## src/rtl/ra_return_unit_pkg.sv

```systemverilog
// Shared CPU package: return-address unit defaults and FSM encoding.
package ra_return_unit_pkg;

    localparam int RA_WIDTH = 3;
    localparam int RA_DEPTH = 4;

    typedef enum logic {
        RA_IDLE = 1'b0,
        RA_RESP = 1'b1
    } ra_state_e;

endpackage

```

## src/rtl/ra_return_unit_if.sv

```systemverilog
// Bundle of the return unit's request/response signals.
// Handshake: Jr is a level request sampled only in IDLE; ret_valid pulses for one cycle with ret_addr.
interface ra_return_unit_if
    import ra_return_unit_pkg::*;
#(
    parameter int WIDTH = RA_WIDTH,
    parameter int DEPTH = RA_DEPTH
) ();
    localparam int CW = $clog2(DEPTH) + 1;

    logic             Jal;
    logic [WIDTH-1:0] write_data_ra;
    logic             Jr;
    logic             print_regs;
    logic             ret_valid;
    logic [WIDTH-1:0] ret_addr;
    logic [CW-1:0]    count;
    logic             overflow;
    logic             underflow;
    ra_state_e        state;

    modport master (
        output Jal, write_data_ra, Jr, print_regs,
        input  ret_valid, ret_addr, count, overflow, underflow, state
    );

    modport slave (
        input  Jal, write_data_ra, Jr, print_regs,
        output ret_valid, ret_addr, count, overflow, underflow, state
    );
endinterface

```

## src/rtl/ra_stack_mem.sv

```systemverilog
// Return-address storage: synchronous write, combinational read, no reset.
module ra_stack_mem #(
    parameter int WIDTH = 3,
    parameter int DEPTH = 4
) (
    input  logic                     clk,
    input  logic                     we_i,
    input  logic [$clog2(DEPTH)-1:0] waddr_i,
    input  logic [WIDTH-1:0]         wdata_i,
    input  logic [$clog2(DEPTH)-1:0] raddr_i,
    output logic [WIDTH-1:0]         rdata_o
);
    logic [WIDTH-1:0] mem_q [DEPTH];

    always_ff @(posedge clk) begin
        if (we_i) begin
            mem_q[waddr_i] <= wdata_i;
        end
    end

    assign rdata_o = mem_q[raddr_i];
endmodule

```

## src/rtl/ra_return_unit.sv

```systemverilog
// Circular return-address stack with a two-state pop/response FSM.
// Pushes are independent of the FSM; a full push overwrites the oldest entry.
module ra_return_unit
    import ra_return_unit_pkg::*;
#(
    parameter int WIDTH = RA_WIDTH,
    parameter int DEPTH = RA_DEPTH
) (
    input  logic clk,
    input  logic reset,
    ra_return_unit_if.slave bus
);
    localparam int PW = $clog2(DEPTH);
    localparam int CW = PW + 1;

    ra_state_e        state_q, state_d;
    logic [PW-1:0]    wr_ptr_q, wr_ptr_d;
    logic [CW-1:0]    count_q, count_d;
    logic [WIDTH-1:0] ret_addr_q, ret_addr_d;
    logic             overflow_q, overflow_d;
    logic             underflow_q, underflow_d;

    logic             mem_we;
    logic [PW-1:0]    mem_waddr;
    logic [PW-1:0]    top_ptr;
    logic [WIDTH-1:0] top_data;
    logic             pop, push, empty, full;

    // wr_ptr is the next free slot; when full it is also the oldest entry.
    assign top_ptr = wr_ptr_q - PW'(1);
    assign empty   = (count_q == '0);
    assign full    = (count_q == CW'(DEPTH));
    assign pop     = bus.Jr && (state_q == RA_IDLE);
    assign push    = bus.Jal;

    ra_stack_mem #(.WIDTH(WIDTH), .DEPTH(DEPTH)) u_mem (
        .clk     (clk),
        .we_i    (mem_we),
        .waddr_i (mem_waddr),
        .wdata_i (bus.write_data_ra),
        .raddr_i (top_ptr),
        .rdata_o (top_data)
    );

    always_ff @(posedge clk or posedge reset) begin
        if (reset) begin
            state_q <= RA_IDLE;
        end else begin
            state_q <= state_d;
        end
    end

    always_comb begin
        state_d = state_q;
        case (state_q)
            RA_IDLE: if (bus.Jr) state_d = RA_RESP;
            RA_RESP: state_d = RA_IDLE;
            default: state_d = RA_IDLE;
        endcase
    end

    always_comb begin
        bus.ret_valid = (state_q == RA_RESP);
        bus.state     = state_q;
    end

    always_comb begin
        wr_ptr_d    = wr_ptr_q;
        count_d     = count_q;
        ret_addr_d  = ret_addr_q;
        overflow_d  = overflow_q;
        underflow_d = underflow_q;
        mem_we      = 1'b0;
        mem_waddr   = wr_ptr_q;
        if (pop && push) begin
            // Swap: the pushed address replaces the top being returned.
            if (empty) begin
                ret_addr_d = bus.write_data_ra;
            end else begin
                ret_addr_d = top_data;
                mem_we     = 1'b1;
                mem_waddr  = top_ptr;
            end
        end else if (pop) begin
            if (empty) begin
                ret_addr_d  = '0;
                underflow_d = 1'b1;
            end else begin
                ret_addr_d = top_data;
                wr_ptr_d   = top_ptr;
                count_d    = count_q - CW'(1);
            end
        end else if (push) begin
            mem_we   = 1'b1;
            wr_ptr_d = wr_ptr_q + PW'(1);
            if (full) begin
                overflow_d = 1'b1;
            end else begin
                count_d = count_q + CW'(1);
            end
        end
    end

    always_ff @(posedge clk or posedge reset) begin
        if (reset) begin
            wr_ptr_q    <= '0;
            count_q     <= '0;
            ret_addr_q  <= '0;
            overflow_q  <= 1'b0;
            underflow_q <= 1'b0;
        end else begin
            wr_ptr_q    <= wr_ptr_d;
            count_q     <= count_d;
            ret_addr_q  <= ret_addr_d;
            overflow_q  <= overflow_d;
            underflow_q <= underflow_d;
        end
    end

    assign bus.ret_addr  = ret_addr_q;
    assign bus.count     = count_q;
    assign bus.overflow  = overflow_q;
    assign bus.underflow = underflow_q;

`ifndef SYNTHESIS
    logic print_regs_q;

    always_ff @(posedge clk or posedge reset) begin
        if (reset) begin
            print_regs_q <= 1'b0;
        end else begin
            print_regs_q <= bus.print_regs;
        end
    end

    always @(posedge clk) begin
        if (!reset && bus.print_regs && !print_regs_q) begin
            $strobe("ra_return_unit: count=%0d top=%0d (0x%0h) overflow=%0b underflow=%0b",
                    count_q, top_data, top_data, overflow_q, underflow_q);
        end
    end
`endif
endmodule

```

## src/flat_wrapper.sv

```systemverilog
// flat-port wrapper written by rule: the top's interface ports become plain ports
module ra_return_unit_flat import ra_return_unit_pkg::*;
#(
    parameter int WIDTH = RA_WIDTH,
    parameter int DEPTH = RA_DEPTH
)
  (clk, reset, bus_Jal, bus_write_data_ra, bus_Jr, bus_print_regs, bus_ret_valid, bus_ret_addr, bus_count, bus_overflow, bus_underflow, bus_state);
  ra_return_unit_if #(.WIDTH(WIDTH), .DEPTH(DEPTH)) bus_i ();
  input  logic clk;
  input  logic reset;
  input wire logic [$bits(bus_i.Jal)-1:0] bus_Jal;
  input wire logic [$bits(bus_i.write_data_ra)-1:0] bus_write_data_ra;
  input wire logic [$bits(bus_i.Jr)-1:0] bus_Jr;
  input wire logic [$bits(bus_i.print_regs)-1:0] bus_print_regs;
  output wire logic [$bits(bus_i.ret_valid)-1:0] bus_ret_valid;
  output wire logic [$bits(bus_i.ret_addr)-1:0] bus_ret_addr;
  output wire logic [$bits(bus_i.count)-1:0] bus_count;
  output wire logic [$bits(bus_i.overflow)-1:0] bus_overflow;
  output wire logic [$bits(bus_i.underflow)-1:0] bus_underflow;
  output wire logic [$bits(bus_i.state)-1:0] bus_state;
  assign bus_i.Jal = bus_Jal;
  assign bus_i.write_data_ra = bus_write_data_ra;
  assign bus_i.Jr = bus_Jr;
  assign bus_i.print_regs = bus_print_regs;
  assign bus_ret_valid = bus_i.ret_valid;
  assign bus_ret_addr = bus_i.ret_addr;
  assign bus_count = bus_i.count;
  assign bus_overflow = bus_i.overflow;
  assign bus_underflow = bus_i.underflow;
  assign bus_state = bus_i.state;
  ra_return_unit #(.WIDTH(WIDTH), .DEPTH(DEPTH)) u_core (.clk(clk), .reset(reset), .bus(bus_i));
endmodule
```

## config.mk

```make
export PLATFORM = sky130hd
export DESIGN_NAME = ra_return_unit_flat
export DESIGN_NICKNAME = d
export VERILOG_FILES = /design/src/rtl/ra_return_unit_pkg.sv /design/src/rtl/ra_return_unit_if.sv /design/src/rtl/ra_stack_mem.sv /design/src/rtl/ra_return_unit.sv /design/src/flat_wrapper.sv
export SDC_FILE = /design/constraint.sdc
export NUM_CORES = 1
export LEC_CHECK = 0
export CORE_MARGIN = 2
export CORE_UTILIZATION = 40
export DETAILED_ROUTE_END_ITERATION = 10
export PLACE_DENSITY = 0.59
export SETUP_SLACK_MARGIN = 0.02
export SLEW_MARGIN = 25
export SYNTH_ARGS = -nofsm -noshare
export SYNTH_HDL_FRONTEND = slang
export SYNTH_SLANG_ARGS = --single-unit
```

## constraint.sdc

```tcl
create_clock -name clk -period 2.4 [get_ports clk]
set_clock_uncertainty 0.2 [all_clocks]
set_input_delay 0.36 -clock clk [delete_from_list [all_inputs] [get_ports clk]]
set_output_delay 0.36 -clock clk [all_outputs]
set_load 0.005 [all_outputs]
```

* After elaboration in Yosys (flattened, before gate mapping)
Memories as Yosys holds them, arrays and structs flattened.
Cells that the tools add are included.
** Storage, ports and cells
- Register bits after elaboration :: 11
- Latch bits :: 0
- Memory bits (writable) :: 12
- Input port bits :: 8
- Word-level logic and storage cells :: 46
- Output and inout port bits :: 10
- ROM bits :: 0
- Memories :: 1
** Memories
- u_core.u_mem.mem_q :: words 4, width 3, read ports 1, clocked after memory_dff 0, write ports 1, RTL line ra_stack_mem.sv:13 : logic [WIDTH-1:0] mem_q [DEPTH];
** Cells by class
- Reductions and logical operators :: 9
- Order comparisons :: 0
- Multiply operators :: 0
- Multiplexer cells :: 20
- Divide/modulo/power cells :: 0
- Bitwise gates (word level) :: 3
- Add/sub/neg operators :: 4
- Equality and inequality tests :: 3
- Shifts and indexed selects :: 0
** Operators by type and width (count)
- 3-bit two-way mux :: 8
- 2-bit two-way mux :: 4
- 4-bit AND reduction :: 2
- 1-bit two-way mux :: 7
- 2-bit nonzero test :: 2
- 3-bit by 1-bit adder with 3-bit output, second input constant :: 1
- 3-bit == test, second input constant :: 1
- 3-bit logical NOT :: 1
- 1-bit inverter :: 3
- 3-bit AND reduction :: 1
- 3-bit by 1-bit subtractor with 3-bit output, second input constant :: 1
- 2-bit by 1-bit adder with 2-bit output, second input constant :: 1
- 1-bit logical AND :: 2
- 2-bit by 1-bit != test with 1-bit output, second input constant :: 1
- 2-bit != test, second input constant :: 1
- 1-bit one-hot mux with 2 select lines :: 1
- 2-bit AND reduction :: 1
- 2-bit by 1-bit subtractor with 2-bit output, second input constant :: 1

* Longest topological paths before layout
Gate-level depths: netlist (run 1).
- Depth after elaboration :: 6
- Gate-level depth with buffers :: 7
- Depth with buffers taken out :: 6

* Modules after synthesis
A second synthesis (run 1) with hierarchy kept.
** Second synthesis, totals
- Cell total of the unflattened synthesis :: 90
- Area total of the unflattened synthesis :: 1132.3 µm²
** Modules (own cells, without submodules)
- ra_return_unit :: instances 1, area an instance 661.9 µm², sequential area each 275.3 µm², cells an instance 71
- ra_stack_mem :: instances 1, area an instance 470.5 µm², sequential area each 360.3 µm², cells an instance 19

* Worst setup path after synthesis (run 1)
No wires, ideal clock.
- Path type :: register to register
- Start :: register u_core.state_q (netlist: u_core.bus.ret_valid)
- End :: register u_core.count_q[2] (netlist: u_core.bus.count[2])
- Buffers on the path :: 1
- Stages on the path, launching flop included :: 8
- Data arrival time :: 1.772 ns
- Data required time :: 2.135 ns
- Period minus slack after synthesis :: 2.037 ns
- Path slack :: 0.363 ns
- Library setup time :: 0.065 ns
- Path through :: dfrtp_1 > nand2b_1 > buf_2 > xnor2_1 > ha_1 > or4b_1 > a21oi_1 > o21a_1
** Between the ends
- Cells in the longest elaborated chain, start to end :: 5
- Elaborated cells on any way between the ends :: 9
- Those cells by class :: eq/ne (2); mux (1); bitwise (2); reduce/logical (4)
** RTL lines
- from (decl) :: RTL line ra_return_unit.sv:16 : ra_state_e state_q, state_d;
- from (signal assigned) :: RTL line ra_return_unit.sv:49 : state_q <= state_d;
- 1-bit inverter * :: RTL line ra_return_unit.sv:33 : assign pop = bus.Jr && (state_q == RA_IDLE);
- 1-bit logical AND * :: RTL line ra_return_unit.sv:33
- parallel branches: the longest is 3 deep, another holds 4-bit AND reduction
- to (signal assigned) :: RTL line ra_return_unit.sv:113 : count_q <= count_d;
- to (decl) :: RTL line ra_return_unit.sv:18 : logic [CW-1:0] count_q, count_d;
Every way passes the cells marked *.
A chain may end at the register's enable or synchronous reset.

* Worst setup path after layout (run 1)
- Start :: input port bus_Jr
- End :: register u_core.count_q[2] (netlist: u_core.bus.count[2])
** Between the ends
- Cells in the longest elaborated chain, start to end :: 4
- Elaborated cells on any way between the ends :: 8
- Those cells by class :: eq/ne (2); mux (1); bitwise (1); reduce/logical (4)
** RTL lines
- from (decl) :: RTL line flat_wrapper.sv:13 : input wire logic [$bits(bus_i.Jr)-1:0] bus_Jr;
- 1-bit logical AND * :: RTL line ra_return_unit.sv:33
- parallel branches: the longest is 3 deep, another holds 4-bit AND reduction
Marked as above.

==> impl_results.rst, run 1 <==
.. list-table::
   :header-rows: 1

   * - Metric
     - Value
   * - Average routed wire per standard cell
     - 15.67 um
   * - Overflow after GRT
     - 0
   * - Most area-hungry cell type in the Yosys netlist
     - sky130_fd_sc_hd__edfxtp_1
   * - Beginning of the worst register-to-register path
     - u_core.bus.ret_valid
   * - Total core area
     - roughly 2500 sq um
   * - Quantity of hold-fixing buffers added after cts
     - 0
   * - DR vias/cell
     - 5.370
   * - Worst Tran Pin Value
     - roughly 0.43 ns
   * - Logic depth of the worst register-to-register path
     - 6
   * - Filler Cells Inserted
     - 245
   * - Utilization of the core after routing
     - 0.5124
   * - Standard cell area after detailed placement
     - 1265 sq um
   * - Critical path startpoint category
     - input pin
   * - Maxcap violations
     - 0
   * - Crit share post-route
     - 0.8373
   * - Antenna viol nets, final
     - 0
   * - Synth unique cells
     - 31
   * - Setup repair after global routing missed its margin
     - false
   * - Combined area of the multi-input logic cells
     - 390.4 sq um
   * - HPWL Detailed
     - 1493 um
   * - Net Count, Synth
     - 98
   * - Crit Path Class
     - in2reg
   * - Pin count of the biggest net entering global routing
     - 14
   * - Crit path buffers/inverters
     - 1
   * - Vias in the first global route
     - slightly above 700
   * - Total routing resource utilization after global routing
     - 0.1429
   * - Diodes inserted
     - 0
   * - Net total in the final layout
     - 116
   * - Clock Tree Root
     - sky130_fd_sc_hd__clkbuf_4
   * - Cell area after technology mapping
     - 1082 sq um
   * - Worst hold path type
     - in2async
   * - Number of enable-type register cells in the synthesized netlist
     - 12
   * - Fraction of final layout cells sized beyond drive strength 1
     - 0.1143
   * - Endpoint of the worst-slack reg-to-reg timing path
     - u_core.bus.count[2]
   * - Final setup violation count
     - 0
   * - Gates resized, CTS repair
     - 0
   * - Maximum vdd drop
     - approximately 0.00064 V
   * - Most frequently used flop master after synthesis
     - sky130_fd_sc_hd__edfxtp_1
   * - Fraction of synthesis flops using an asynchronous set or reset pin
     - 0.4783
   * - Global-route wire length before repair
     - around 3400 um
   * - Max-slew violation total from the final report
     - 0
   * - Number of I/O port buffers
     - 16
   * - Initial antenna violation count
     - 0
   * - Result of the run
     - finished, final reports clean
   * - Top cell family by delay on the critical path
     - simple AND/OR/NAND/NOR gates
   * - Critical Path Sink Type
     - flip-flop
   * - Clock Pin Slew Worst Setup and Hold Paths
     - ~0.13 ns
   * - Vias after detailed routing
     - 725
   * - Buffer count from post-CTS setup fixing
     - 0
   * - Mean instance size in the synthesized netlist
     - about 12 sq um
   * - TNS Setup
     - 0 ns
   * - Post-synthesis instance total
     - 88
   * - Largest stage delay on the critical path
     - 0.50 ns
   * - Total Power Consumption
     - 1354 uW
   * - Period minus WS final
     - around 2.0 ns
   * - Sequential area share after synthesis
     - 0.5873
   * - Power density relative to cell area
     - about 1000 nW/um^2
   * - Final Wtd Congestion
     - between 0.6 and 0.7
   * - Met1 layer usage reported by global route
     - 0.1901
   * - Register bit total from synthesis
     - 23
   * - Highest Clock Rate
     - 497.6 MHz
   * - Violation count after the first detailed-route iteration
     - 22
   * - Summed area of non-filler cells in the final layout
     - 1292 sq um
   * - Chip width
     - 56.02 um
   * - Leak pwr
     - 0.0005008 uW
   * - Std-Cell Rows
     - 18
   * - WP data required
     - 2.46 ns
   * - Fraction of synthesized cell area taken by the top area cell type
     - 0.3329
   * - Floorplan die area
     - 3138 sq um
   * - Warnings, synthesis
     - 0
   * - Slowest cell on the critical path
     - sky130_fd_sc_hd__or4b_1
   * - Register Area
     - 635.6 sq um
   * - Layer with the highest usage
     - met2
   * - Max FO, Critical Path
     - 4
   * - Arrival time of data at the critical path endpoint
     - 2.07 ns
   * - Setup slack, reg-to-reg
     - 0.41 ns
   * - TritonRoute pass-1 iters
     - 4
   * - Critical path, cell by cell
     - clkdlybuf4s50_1 -> nand2b_1 -> xnor2_1 -> ha_1 -> or4b_1 -> a21oi_1 -> o21a_1
   * - Commonest cells after routing, fill and taps aside
     - sky130_fd_sc_hd__clkdlybuf4s50_1 (16), sky130_fd_sc_hd__edfxtp_1 (12), sky130_fd_sc_hd__dfrtp_1 (11), sky130_fd_sc_hd__nor2_1 (8), sky130_fd_sc_hd__nand2_1 (7)
   * - Deepest level of the CTS H-tree
     - 1
   * - Relative slew margins
     - 0.7099
   * - Met3 track utilization from global routing
     - 0.05814
   * - Final hold slack
     - 0.1216 ns
   * - Synthesis-to-finish area growth
     - 19.42%
   * - Top post-synthesis cells by area
     - sky130_fd_sc_hd__edfxtp_1 (33%), sky130_fd_sc_hd__dfrtp_1 (25%), sky130_fd_sc_hd__mux4_2 (6.2%)
   * - Initial core utilization
     - 0.4291
   * - Clock tree buffer depth
     - 2
   * - Total I/O pin count
     - 18
   * - Final wirelength
     - 2116 um
   * - Number of CTS-inserted buffers
     - 3
   * - DRC violation count after routing
     - 0
   * - Crit. path cell count
     - 7
   * - Final number of hold-violating endpoints
     - 0
   * - Clock insertion delay at the later pin of the skew report
     - 0.31 ns
   * - Number of sinks driven by the clock tree
     - 23
   * - Most frequent standard cell in the layout excluding fill and tap cells
     - sky130_fd_sc_hd__clkdlybuf4s50_1
   * - Die H
     - between 50 and 60 um
   * - CTS tree
     - done
   * - M2 GR Usage
     - 0.2235
[power by group]
part	total (uW)	leakage [uW]	internal, uW	switching (uW)
combinational	509	0.000249	298	211
clock	179	0.0000177	62.3	117
sequential	666	0.000234	529	138
[per-layer routing]
| metal | share of wire | up-vias |
|---|---|---|
| li1 | - | 350 |
| met1 | 0.47 | 347 |
| met2 | 0.46 | 26 |
| met3 | 0.059 | 2 |
| met4 | 0.0071 | 0 |
| met5 | 0 | - |
[flip-flops by register name, indices dropped and copies added (netlist names)]
register,flops
u_core.bus.ret_valid,1
u_core.u_mem.mem_q,12
u_core.wr_ptr_q,2
u_core.bus.count,3
u_core.bus.ret_addr,3
u_core.bus.underflow,1
u_core.bus.overflow,1
[final cells by class]
type,count,share of cell area
clock buffer,3,0.01742
multi-input combinational,54,0.3020
clock inverter,1,0.003872
sequential,23,0.4918
tap,30,0.02904
timing repair buffer,19,0.1413
inverter,5,0.01452
[cell usage after synthesis, types with 2 or more instances]
cell and number:
sky130_fd_sc_hd__edfxtp_1 12, sky130_fd_sc_hd__dfrtp_1 11, sky130_fd_sc_hd__nor2_1 8, sky130_fd_sc_hd__nand2_1 7, sky130_fd_sc_hd__a21oi_1 6, sky130_fd_sc_hd__a31oi_1 4, sky130_fd_sc_hd__inv_1 4, sky130_fd_sc_hd__buf_2 3
sky130_fd_sc_hd__mux2i_1 3, sky130_fd_sc_hd__mux4_2 3, sky130_fd_sc_hd__xnor2_1 3, sky130_fd_sc_hd__ha_1 2, sky130_fd_sc_hd__nand3_1 2, sky130_fd_sc_hd__nor3_1 2, sky130_fd_sc_hd__o21ai_0 2
[through the flow]
stage / setup WS [ns] / cells
floorplan: 0.3630 / 88
global placement: 0.09515 / 131
detailed placement: 0.06448 / 131
CTS: 0.3897 / 135
global route: 0.3170 / 135
finish: 0.3905 / 135
[cells by family after synthesis]
kind of cell	after synthesis	share of synthesized area
multiplexers	6	0.09017
adder cells (fa/ha/maj)	2	0.02312
XOR/XNOR	4	0.03238
flip-flops	23	0.5873
AO/OA/AOI/OAI	16	0.09133
AND/OR/NAND/NOR	26	0.1237
buffers and inverters	11	0.05201
[worst max-delay path by stage]
stage	slack (ns)	start	to
after global routing	0.32	u_core.bus.ret_valid	u_core.bus.count[2]
after CTS	0.39	u_core.bus.count[1]	bus_count[1]
after floorplan	0.36	u_core.bus.ret_valid	u_core.bus.count[2]
after global placement	0.1	bus_Jr	u_core.bus.count[2]
after detailed placement	0.06	bus_Jr	u_core.bus.count[2]
final	0.39	bus_Jr	u_core.bus.count[2]
Power figures use the tool's default switching activity.
==> run 2, diff against run 1 <==
==> constraint.sdc (replaced) <==
create_clock -name clk -period 2.03 [get_ports clk]
set_clock_uncertainty 0.2 [all_clocks]
set_input_delay 0.3045 -clock clk [delete_from_list [all_inputs] [get_ports clk]]
set_output_delay 0.3045 -clock clk [all_outputs]
set_load 0.005 [all_outputs]
==> impl_results.rst, run 2 (same netlist as run 1, synthesis figures left out) <==
.. list-table::
   :header-rows: 1

   * - Metric
     - Value
   * - Standard cell area after detailed placement
     - 1333 sq um (+5.3%)
   * - Crit share post-route
     - 0.9391
   * - Net total in the final layout
     - 124 (+6.9%)
   * - Violation count after the first detailed-route iteration
     - 22 (unchanged)
   * - Diodes inserted
     - 0 (unchanged)
   * - Clock Tree Root
     - sky130_fd_sc_hd__clkbuf_4
   * - Max-slew violation total from the final report
     - 0 (unchanged)
   * - Std-Cell Rows
     - 18 (unchanged)
   * - Number of I/O port buffers
     - 16 (unchanged)
   * - Logic depth of the worst register-to-register path
     - 6 (unchanged)
   * - Vias in the first global route
     - 708 (-1.1%)
   * - HPWL Detailed
     - 1506 um (+0.86%)
   * - Clock tree buffer depth
     - 2 (unchanged)
   * - Max FO, Critical Path
     - 2 (-2)
   * - Total routing resource utilization after global routing
     - 0.1429 (about the same)
   * - Final Wtd Congestion
     - 0.7436 (+8.6%)
   * - Filler Cells Inserted
     - 228 (-6.9%)
   * - Post-placement setup slack
     - -0.2171 ns (-0.2816 ns)
   * - Arrival time of data at the critical path endpoint
     - 1.96 ns (-0.11 ns)
   * - Global-route wire length before repair
     - 3463 um (+0.79%)
   * - DR vias/cell
     - 5.182 (-3.5%)
   * - Relative slew margins
     - 0.7003 (-0.009668)
   * - TritonRoute pass-1 iters
     - 4 (unchanged)
   * - Placed Cells incl. Taps
     - 139 (+6.1%)
   * - Maxcap violations
     - 0 (unchanged)
   * - Highest Clock Rate
     - 524.5 MHz
   * - Maximum vdd drop
     - 0.0006133 V (-3.5%)
   * - Deepest level of the CTS H-tree
     - 1 (unchanged)
   * - Initial antenna violation count
     - 0 (unchanged)
   * - Pin count of the biggest net entering global routing
     - 15 (+1)
   * - Leak pwr
     - 0.0005399 uW (+7.8%)
   * - Total core area
     - 2522 sq um (unchanged)
   * - Floorplan die area
     - 3138 sq um (unchanged)
   * - Worst Tran Pin Value
     - 0.4491 ns (+0.01636 ns)
   * - CTS tree
     - done
   * - Setup repair after global routing missed its margin
     - false
   * - WP data required
     - 2.09 ns (-0.37 ns)
   * - Overflow after GRT
     - 0 (unchanged)
   * - TNS Setup
     - 0 ns (unchanged)
   * - Non-Filler Instances
     - 143 (+5.9%)
   * - Final wirelength
     - 2012 um (-4.9%)
   * - Fraction of final layout cells sized beyond drive strength 1
     - 0.1947 (+0.08040)
   * - Average routed wire per standard cell
     - 14.07 um (-10%)
   * - Final number of hold-violating endpoints
     - 0 (unchanged)
   * - Number of CTS-inserted buffers
     - 3 (unchanged)
   * - Period minus WS final
     - between 1.5 and 2 ns
   * - Crit Path Class
     - in2reg
   * - DRC violation count after routing
     - 0 (unchanged)
   * - Synthesis-to-finish area growth
     - 26.01%
   * - Final setup violation count
     - 0 (unchanged)
   * - Commonest cells after routing, fill and taps aside
     - sky130_fd_sc_hd__clkdlybuf4s50_1 (16), sky130_fd_sc_hd__edfxtp_1 (12), sky130_fd_sc_hd__buf_4 (11), sky130_fd_sc_hd__dfrtp_1 (10), sky130_fd_sc_hd__nor2_1 (8)
   * - Clock insertion delay at the later pin of the skew report
     - 0.31 ns (about the same)
   * - Critical Path Sink Type
     - flip-flop
   * - Result of the run
     - finished, final reports clean
   * - Power density relative to cell area
     - 1211 nW/um^2 (+16%)
   * - Quantity of hold-fixing buffers added after cts
     - 0 (unchanged)
   * - Setup slack, reg-to-reg
     - 0.14 ns (-0.27 ns)
   * - Number of sinks driven by the clock tree
     - 23 (unchanged)
   * - Vias after detailed routing
     - 741 (+2.2%)
   * - Summed area of non-filler cells in the final layout
     - 1364 sq um (+5.5%)
   * - Die H
     - 56.02 um (unchanged)
   * - Antenna viol nets, final
     - 0 (unchanged)
   * - Chip width
     - 56.02 um (unchanged)
   * - Initial core utilization
     - 0.4291 (unchanged)
   * - Number of flip-flops under the largest register name
     - 12 (unchanged)
   * - Top reg by flops
     - u_core.u_mem.mem_q
   * - Worst hold path type
     - in2async
   * - Most frequent standard cell in the layout excluding fill and tap cells
     - sky130_fd_sc_hd__clkdlybuf4s50_1
   * - Clock Pin Slew Worst Setup and Hold Paths
     - 0.14 ns (about the same)
   * - Setup slack after layout
     - 0.1236 ns (-0.2669 ns)
   * - Critical path startpoint category
     - input pin
   * - Total I/O pin count
     - 18 (unchanged)
==> run 2: final timing paths <==
check | start | end
setup / recovery | bus_Jr | u_core.bus.count[2]
hold / removal | reset | u_core.wr_ptr_q[0]
setup reg to reg | u_core.bus.ret_valid | u_core.bus.count[2]
hold reg to reg | u_core.bus.underflow | u_core.bus.underflow
max in group asynchronous | reset | u_core.bus.count[1]
min in group clk | u_core.bus.underflow | u_core.bus.underflow
==> run 2: metal layers <==
| metal | vias up | wire length (um) | part of all wire | global-route usage |
|---|---|---|---|---|
| met2 | 16 | 876 | 0.44 | 0.1916 |
| met3 | 2 | 94 | 0.047 | 0.03023 |
| met4 | 0 | 19 | 0.0094 | 0.05102 |
| met5 | - | 0 | 0 | 0 |
| met1 | 351 | 1021 | 0.51 | 0.2242 |
| li1 | 372 | - | - | - |
==> run 2: per-stage QoR <==
| step | util | hold slack, ns | power, uW |
|---|---|---|---|
| after CTS | 0.5402 | 0.08454 | 1672 |
| after global placement | 0.5283 | 0.2536 | 1436 |
| final | 0.5407 | 0.08172 | 1652 |
| after floorplan | - | -0.04306 | 1172 |
| after global routing | 0.5407 | 0.1230 | 1782 |
| after detailed placement | 0.5283 | 0.2571 | 1450 |
==> run 2: timing repair <==
| item | 4_1_cts | 5_1_grt |
|---|---|---|
| setup buffers | 0 | 0 |
| endpoints found under the setup margin | 0 | 1 |
| gates resized for setup | 0 | 1 |
==> run 2: area by class of cell <==
cell class	instances	area, sq um	share of cell area
clock buffer	3	22.52	0.01651
clock inverter	1	7.507	0.005505
sequential	23	636.9	0.4670
inverter	5	18.77	0.01376
tap	30	37.54	0.02752
multi-input combinational	54	397.9	0.2917
timing repair buffer	27	242.7	0.1780
==> run 2: power by group <==
part / switching (uW) / internal (uW) / total (uW) / leakage [uW]
logic: 256 / 393 / 648 / 0.000293
clock network: 143 / 75.0 / 218 / 0.0000139
registers: 159 / 627 / 786 / 0.000233
==> run 2: worst max-delay path, stage by stage <==
cell	delay [ns]
sky130_fd_sc_hd__clkdlybuf4s50_1	0.52
sky130_fd_sc_hd__nand2b_4	0.07
sky130_fd_sc_hd__xnor2_1	0.12
sky130_fd_sc_hd__ha_1	0.19
sky130_fd_sc_hd__or4b_1	0.50
sky130_fd_sc_hd__a21oi_1	0.15
sky130_fd_sc_hd__o21a_1	0.12
==> run 3, diff against run 2 <==
--- a/config.mk
+++ b/config.mk
@@ -8,6 +8,7 @@
 export CORE_MARGIN = 2
 export CORE_UTILIZATION = 40
 export DETAILED_ROUTE_END_ITERATION = 10
+export GPL_ROUTABILITY_DRIVEN = 0
 export PLACE_DENSITY = 0.59
 export SETUP_SLACK_MARGIN = 0.02
 export SLEW_MARGIN = 25
==> results of run 3 <==
The final DEF is identical to that of run 2; final timing and power are the same.
